--- config.mk ---
export PLATFORM = sky130hd
export DESIGN_NAME = sld_vjtag_flat
export DESIGN_NICKNAME = d
export VERILOG_FILES = /design/src/rtl/sld_vjtag_if.sv /design/src/rtl/sld_vjtag.sv /design/src/flat_wrapper.sv
export SDC_FILE = /design/constraint.sdc
export NUM_CORES = 1
export LEC_CHECK = 0
export CAP_MARGIN = 0
export CORE_MARGIN = 4
export CORE_UTILIZATION = 41
export DETAILED_ROUTE_END_ITERATION = 16
export PLACE_DENSITY_LB_ADDON = 0.2
export SETUP_SLACK_MARGIN = 0.2
export SLEW_MARGIN = 10
export SYNTH_ARGS = -nofsm -noshare
export SYNTH_HDL_FRONTEND = slang
export SYNTH_SLANG_ARGS = --single-unit
export TNS_END_PERCENT = 30
--- constraint.sdc ---
create_clock -name tck -period 1.54 [get_ports tck]
set_input_delay 0.308 -clock tck [delete_from_list [all_inputs] [get_ports tck]]
set_output_delay 0.308 -clock tck [all_outputs]
set_load 0.01 [all_outputs]
--- src/rtl/sld_vjtag_if.sv ---
// ---------------------------------------------------------------------------
// sld_vjtag_if -- signal bundle between a virtual-JTAG hub (slave) and the
// logic driving/observing it (master).
//
//   tms, tdi          : TAP mode select / serial data in (master -> slave)
//   tdo_user          : user DR serial out, routed to tdo in Shift-DR
//   ir_out            : Capture-IR load value (used with VJTAG_IR_CAPTURE_EN)
//   tdo               : serial data out (slave -> master)
//   ir_in             : current virtual instruction
//   virtual_state_*   : one-hot-or-zero TAP state flags
// ---------------------------------------------------------------------------
interface sld_vjtag_if #(
  parameter int SLD_IR_WIDTH = 4
);
  logic                    tms;
  logic                    tdi;
  logic                    tdo_user;
  logic [SLD_IR_WIDTH-1:0] ir_out;
  logic                    tdo;
  logic [SLD_IR_WIDTH-1:0] ir_in;
  logic                    virtual_state_cdr;
  logic                    virtual_state_sdr;
  logic                    virtual_state_e1dr;
  logic                    virtual_state_pdr;
  logic                    virtual_state_e2dr;
  logic                    virtual_state_udr;
  logic                    virtual_state_cir;
  logic                    virtual_state_uir;

  modport master (
    output tms, tdi, tdo_user, ir_out,
    input  tdo, ir_in,
    input  virtual_state_cdr, virtual_state_sdr, virtual_state_e1dr,
    input  virtual_state_pdr, virtual_state_e2dr, virtual_state_udr,
    input  virtual_state_cir, virtual_state_uir
  );

  modport slave (
    input  tms, tdi, tdo_user, ir_out,
    output tdo, ir_in,
    output virtual_state_cdr, virtual_state_sdr, virtual_state_e1dr,
    output virtual_state_pdr, virtual_state_e2dr, virtual_state_udr,
    output virtual_state_cir, virtual_state_uir
  );
endinterface

--- src/rtl/sld_vjtag.sv ---
// ---------------------------------------------------------------------------
// sld_vjtag -- virtual JTAG TAP: 16-state IEEE 1149.1 controller, virtual
// instruction register and state flags for a user data register.
//
// Ports:
//   tck  : JTAG clock, all state changes on its rising edge
//   rst  : asynchronous active-high reset (TAP to Test-Logic-Reset, IR cleared)
//   bus  : sld_vjtag_if.slave (tms, tdi, tdo_user, ir_out -> tdo, ir_in, flags)
//
// Configuration macro VJTAG_IR_CAPTURE_EN:
//   defined   : Capture-IR loads bus.ir_out
//   undefined : Capture-IR loads constant ...0001 and bus.ir_out is ignored
// ---------------------------------------------------------------------------
module sld_vjtag #(
  parameter int SLD_IR_WIDTH       = 4,
  parameter int SLD_INSTANCE_INDEX = 0
) (
  input  logic       tck,
  input  logic       rst,
  sld_vjtag_if.slave bus
);

  localparam int unused_instance_index = SLD_INSTANCE_INDEX;

  typedef enum logic [3:0] {
    TLR, RTI, SEL_DR, CAP_DR, SH_DR, EX1_DR, PAU_DR, EX2_DR, UPD_DR,
    SEL_IR, CAP_IR, SH_IR, EX1_IR, PAU_IR, EX2_IR, UPD_IR
  } tap_state_t;

  tap_state_t              state;
  tap_state_t              state_nxt;
  logic [SLD_IR_WIDTH-1:0] ir_sh;
  logic [SLD_IR_WIDTH-1:0] ir_reg;
  logic [SLD_IR_WIDTH-1:0] ir_cap;
  logic [SLD_IR_WIDTH:0]   ir_cat;

`ifdef VJTAG_IR_CAPTURE_EN
  assign ir_cap = bus.ir_out;
`else
  logic unused_ir_out;
  assign unused_ir_out = ^bus.ir_out;
  assign ir_cap        = SLD_IR_WIDTH'(1);
`endif

  // tdi on top, shifter below; bits [W:1] are the right-shifted result and
  // the expression stays legal for a 1-bit IR.
  assign ir_cat = {bus.tdi, ir_sh};

  always_comb begin
    state_nxt = state;
    case (state)
      TLR:     state_nxt = bus.tms ? TLR    : RTI;
      RTI:     state_nxt = bus.tms ? SEL_DR : RTI;
      SEL_DR:  state_nxt = bus.tms ? SEL_IR : CAP_DR;
      CAP_DR:  state_nxt = bus.tms ? EX1_DR : SH_DR;
      SH_DR:   state_nxt = bus.tms ? EX1_DR : SH_DR;
      EX1_DR:  state_nxt = bus.tms ? UPD_DR : PAU_DR;
      PAU_DR:  state_nxt = bus.tms ? EX2_DR : PAU_DR;
      EX2_DR:  state_nxt = bus.tms ? UPD_DR : SH_DR;
      UPD_DR:  state_nxt = bus.tms ? SEL_DR : RTI;
      SEL_IR:  state_nxt = bus.tms ? TLR    : CAP_IR;
      CAP_IR:  state_nxt = bus.tms ? EX1_IR : SH_IR;
      SH_IR:   state_nxt = bus.tms ? EX1_IR : SH_IR;
      EX1_IR:  state_nxt = bus.tms ? UPD_IR : PAU_IR;
      PAU_IR:  state_nxt = bus.tms ? EX2_IR : PAU_IR;
      EX2_IR:  state_nxt = bus.tms ? UPD_IR : SH_IR;
      UPD_IR:  state_nxt = bus.tms ? SEL_DR : RTI;
      default: state_nxt = TLR;
    endcase
  end

  always_ff @(posedge tck or posedge rst) begin
    if (rst) begin
      state  <= TLR;
      ir_sh  <= '0;
      ir_reg <= '0;
    end else begin
      state <= state_nxt;
      case (state)
        CAP_IR:  ir_sh <= ir_cap;
        SH_IR:   ir_sh <= ir_cat[SLD_IR_WIDTH:1];
        default: ir_sh <= ir_sh;
      endcase
      // Update-IR never leads to TLR, so the two cases cannot collide.
      if (state_nxt == TLR)
        ir_reg <= '0;
      else if (state == UPD_IR)
        ir_reg <= ir_sh;
    end
  end

  assign bus.ir_in = ir_reg;

  // Flags and tdo decode the current state directly so they track the TAP
  // in the same cycle; in TLR (and thus during reset) all are low.
  assign bus.virtual_state_cdr  = (state == CAP_DR);
  assign bus.virtual_state_sdr  = (state == SH_DR);
  assign bus.virtual_state_e1dr = (state == EX1_DR);
  assign bus.virtual_state_pdr  = (state == PAU_DR);
  assign bus.virtual_state_e2dr = (state == EX2_DR);
  assign bus.virtual_state_udr  = (state == UPD_DR);
  assign bus.virtual_state_cir  = (state == CAP_IR);
  assign bus.virtual_state_uir  = (state == UPD_IR);

  assign bus.tdo = (state == SH_IR) ? ir_sh[0]     :
                   (state == SH_DR) ? bus.tdo_user : 1'b0;

endmodule

--- src/flat_wrapper.sv ---
// flat-port wrapper written by rule: the top's interface ports become plain ports
module sld_vjtag_flat 
#(
  parameter int SLD_IR_WIDTH       = 4,
  parameter int SLD_INSTANCE_INDEX = 0
)
  (tck, rst, bus_tms, bus_tdi, bus_tdo_user, bus_ir_out, bus_tdo, bus_ir_in, bus_virtual_state_cdr, bus_virtual_state_sdr, bus_virtual_state_e1dr, bus_virtual_state_pdr, bus_virtual_state_e2dr, bus_virtual_state_udr, bus_virtual_state_cir, bus_virtual_state_uir);
  sld_vjtag_if #(.SLD_IR_WIDTH(SLD_IR_WIDTH)) bus_i ();
  input  logic tck;
  input  logic rst;
  input wire logic [$bits(bus_i.tms)-1:0] bus_tms;
  input wire logic [$bits(bus_i.tdi)-1:0] bus_tdi;
  input wire logic [$bits(bus_i.tdo_user)-1:0] bus_tdo_user;
  input wire logic [$bits(bus_i.ir_out)-1:0] bus_ir_out;
  output wire logic [$bits(bus_i.tdo)-1:0] bus_tdo;
  output wire logic [$bits(bus_i.ir_in)-1:0] bus_ir_in;
  output wire logic [$bits(bus_i.virtual_state_cdr)-1:0] bus_virtual_state_cdr;
  output wire logic [$bits(bus_i.virtual_state_sdr)-1:0] bus_virtual_state_sdr;
  output wire logic [$bits(bus_i.virtual_state_e1dr)-1:0] bus_virtual_state_e1dr;
  output wire logic [$bits(bus_i.virtual_state_pdr)-1:0] bus_virtual_state_pdr;
  output wire logic [$bits(bus_i.virtual_state_e2dr)-1:0] bus_virtual_state_e2dr;
  output wire logic [$bits(bus_i.virtual_state_udr)-1:0] bus_virtual_state_udr;
  output wire logic [$bits(bus_i.virtual_state_cir)-1:0] bus_virtual_state_cir;
  output wire logic [$bits(bus_i.virtual_state_uir)-1:0] bus_virtual_state_uir;
  assign bus_i.tms = bus_tms;
  assign bus_i.tdi = bus_tdi;
  assign bus_i.tdo_user = bus_tdo_user;
  assign bus_i.ir_out = bus_ir_out;
  assign bus_tdo = bus_i.tdo;
  assign bus_ir_in = bus_i.ir_in;
  assign bus_virtual_state_cdr = bus_i.virtual_state_cdr;
  assign bus_virtual_state_sdr = bus_i.virtual_state_sdr;
  assign bus_virtual_state_e1dr = bus_i.virtual_state_e1dr;
  assign bus_virtual_state_pdr = bus_i.virtual_state_pdr;
  assign bus_virtual_state_e2dr = bus_i.virtual_state_e2dr;
  assign bus_virtual_state_udr = bus_i.virtual_state_udr;
  assign bus_virtual_state_cir = bus_i.virtual_state_cir;
  assign bus_virtual_state_uir = bus_i.virtual_state_uir;
  sld_vjtag #(.SLD_IR_WIDTH(SLD_IR_WIDTH), .SLD_INSTANCE_INDEX(SLD_INSTANCE_INDEX)) u_core (.tck(tck), .rst(rst), .bus(bus_i));
endmodule
==> results.md <==
* Area leader, netlist: dfrtp_1
* Global-route wire length before repair at 3691 um
* DR pass1 iterations at 4
* Clock Tree Buf Depth at 2
* Final WS setup at -0.2537 ns
* N_diodes at 0
* Avg WL per Cell at 14.33 um
* Area grow syn2layout at 55.32%
* Commonest non-fill, non-tap cells in the layout: buf_4, dfrtp_1, nand2_1, buf_2, nor2_1
* Critical Path Start Type: register
* Cells after Synth at 87
* Final core utilization at 68.03%
* Failing checks: negative setup slack
* HP Class: input pin to async pin
* Initial antenna violation count at 0
* DP HPWL at 1308 um
* Worst vdd ir at 1.176 mV
* Worst Tran Pin Value at 0.4535 ns
* FFs w/ async S/R, synth at 100.0%
* RSZ-0062 raised after global routing: true
* CTS Buf Count at 3
* Leakage at 0.6067 nW
* Status: finished with violations
* DRC at 0
* Most common cell after layout, fill and taps aside: buf_4
* Crit path DAT at 1.49 ns
* Chip width at 51.18 um
* Pwr/cell area at 2061 nW/um^2
* EDFF count, synth at 0
* Clock-pin slew on the worst setup and hold paths at 0.08 ns
* Worst Path Required at 1.23 ns
* Final Skew at 0.005651 ns
* Clock sink count at 12
* Starting Density at 43.80%
* Synthesized cell area at 764.5 um^2
* Iter 0 DRT Violations at 10
* Final Critical Period at 1.794 ns
* Fmax at 0.5575 GHz
* Via count at 756
* Sequential cell area fraction in the yosys report at 39.28%
* Die height at 51.18 um
* DRT antenna net count at 0
* DRT Wirelength at 2107 um
* CORE AREA at 1745 um^2
* Ranking of synthesized cells by area: dfrtp_1, nand2_1, mux2i_1, nor2_1, o21ai_0
* Root Buffer: clkbuf_4
* DP Worst Slack at -0.6098 ns
* CTS H-tree lvls at 1
* Syn_nets at 96
* Filler cells at 140
* Grt total ovfl at 0
* Ratio of final minimum period to clock period at 116.5%
* Endpoint class of the critical path: output port
* Count of cell types in the netlist at 33
* Port-buffer cells at 17
* Layout Nets at 132
* Layout cells sized above 1 at 44.26%
* Top-area cell type share of the netlist area at 39.28%
* Final Max Tran Viols at 0
* Tot GR Track Use at 18.93%
* Final Power at 2.447 mW
* Crit-path max FO at 2
* Total of max-cap violations at 0
* Mean post-synth cell area at 8.787 um^2
* Final GP Congestion at 0.7605
* Worst Setup Path Type: register to output port
* Hold buffers post-CTS at 0
* Worst-Skew Late Latency at 0.28 ns
* Synthesis Warnings at 0
* Num ports at 22
* Top_reg_cell synth: dfrtp_1
* FP Rows at 15
* Number of global-route vias before repair at 744
* Die ar. at 2619 um^2
* Relative slew slack at 69.73%
* Setup violators final at 8
* Pin count of the biggest net entering global routing at 15
* Register bit total from synthesis at 12
* TritonCTS clock tree: done
* Via density at 5.143
* Final hold violations at 0
per-stage QoR:
stage               TNS [ns]  hold WS (ns)  instances  cell area [um^2]
detailed placement    -1.810        0.5214        135              1017
global placement      -1.727        0.4923        135              1017
global route          -1.438        0.3765        147              1187
floorplan                  0        0.1727         87             768.2
CTS                  -0.5652        0.3512        146              1144
finish               -0.6490        0.3294        147              1187
path summary, 6_finish.rpt:
check | cells past startpoint | slack, ns | start | to
max | 4 | -0.25 | u_core.state[3] | bus_tdo
min | 2 | 0.33 | rst | u_core.ir_sh[1]
max reg2reg | 6 | 0.05 | u_core.state[2] | u_core.ir_sh[3]
min reg2reg | 2 | 0.53 | u_core.bus.ir_in[0] | u_core.bus.ir_in[0]
max in group asynchronous | 2 | 0.89 | rst | u_core.ir_sh[3]
min in group tck | 2 | 0.53 | u_core.bus.ir_in[0] | u_core.bus.ir_in[0]
layout make-up:
class | instances | area (um^2) | share of cell area (%)
sequential | 12 | 300.3 | 25.29
multi-input combinational | 64 | 471.7 | 39.73
clock buffer | 4 | 36.28 | 3.056
inverter | 4 | 17.52 | 1.475
tap | 25 | 31.28 | 2.634
timing repair buffer | 38 | 330.3 | 27.82
kinds of logic after synthesis:
group / after synthesis / synth area share, %
flip-flops: 12 / 39.28
XOR/XNOR: 2 / 2.292
AND/OR/NAND/NOR: 42 / 29.62
AO/OA/AOI/OAI: 16 / 15.06
multiplexers: 4 / 5.238
buffers and inverters: 11 / 8.510
state kept, by name (all words and copies together), names as in the netlist:
register          flops
u_core.ir_sh          4
u_core.bus.ir_in      4
u_core.state          4
power breakdown:
part | leakage, nW | switching (mW) | internal (mW) | total, mW
sequential | 0.157 | 0.108 | 0.454 | 0.561
combinational | 0.429 | 0.806 | 0.824 | 1.63
clock | 0.0210 | 0.111 | 0.144 | 0.255
Yosys cell counts (all sizes together) (2+ instances only):
library cell  count
nor3b             3
inv               4
buf               7
nor3              3
dfrtp            12
nand2            11
nand3             2
mux2i             4
nand2b            4
o211ai            2
nor2             10
and2              2
nor2b             3
o21ai             6
worst max-delay path: stages (launching register included):
cell and delay (ns):
dfrtp_1 0.38, nand2b_4 0.14, or4b_4 0.48, o21ai_2 0.07, buf_2 0.14
layer usage:
metal	vias up	part of all wire [%]	GRT usage [%]
li1	370	-	-
met1	363	43	23.91
met2	23	52	31.97
met3	0	5.6	6.414
met4	0	0	2.242
met5	-	0	0
what timing repair did:
item / 4_1_cts / 5_1_grt
gates cloned: 1 / 0
setup buffers: 6 / 1
pin swaps: 12 / 3
endpoints found under the setup margin: 14 / 21
gates resized for setup: 57 / 12
Note: power is estimated with default switching activity, not from simulation.
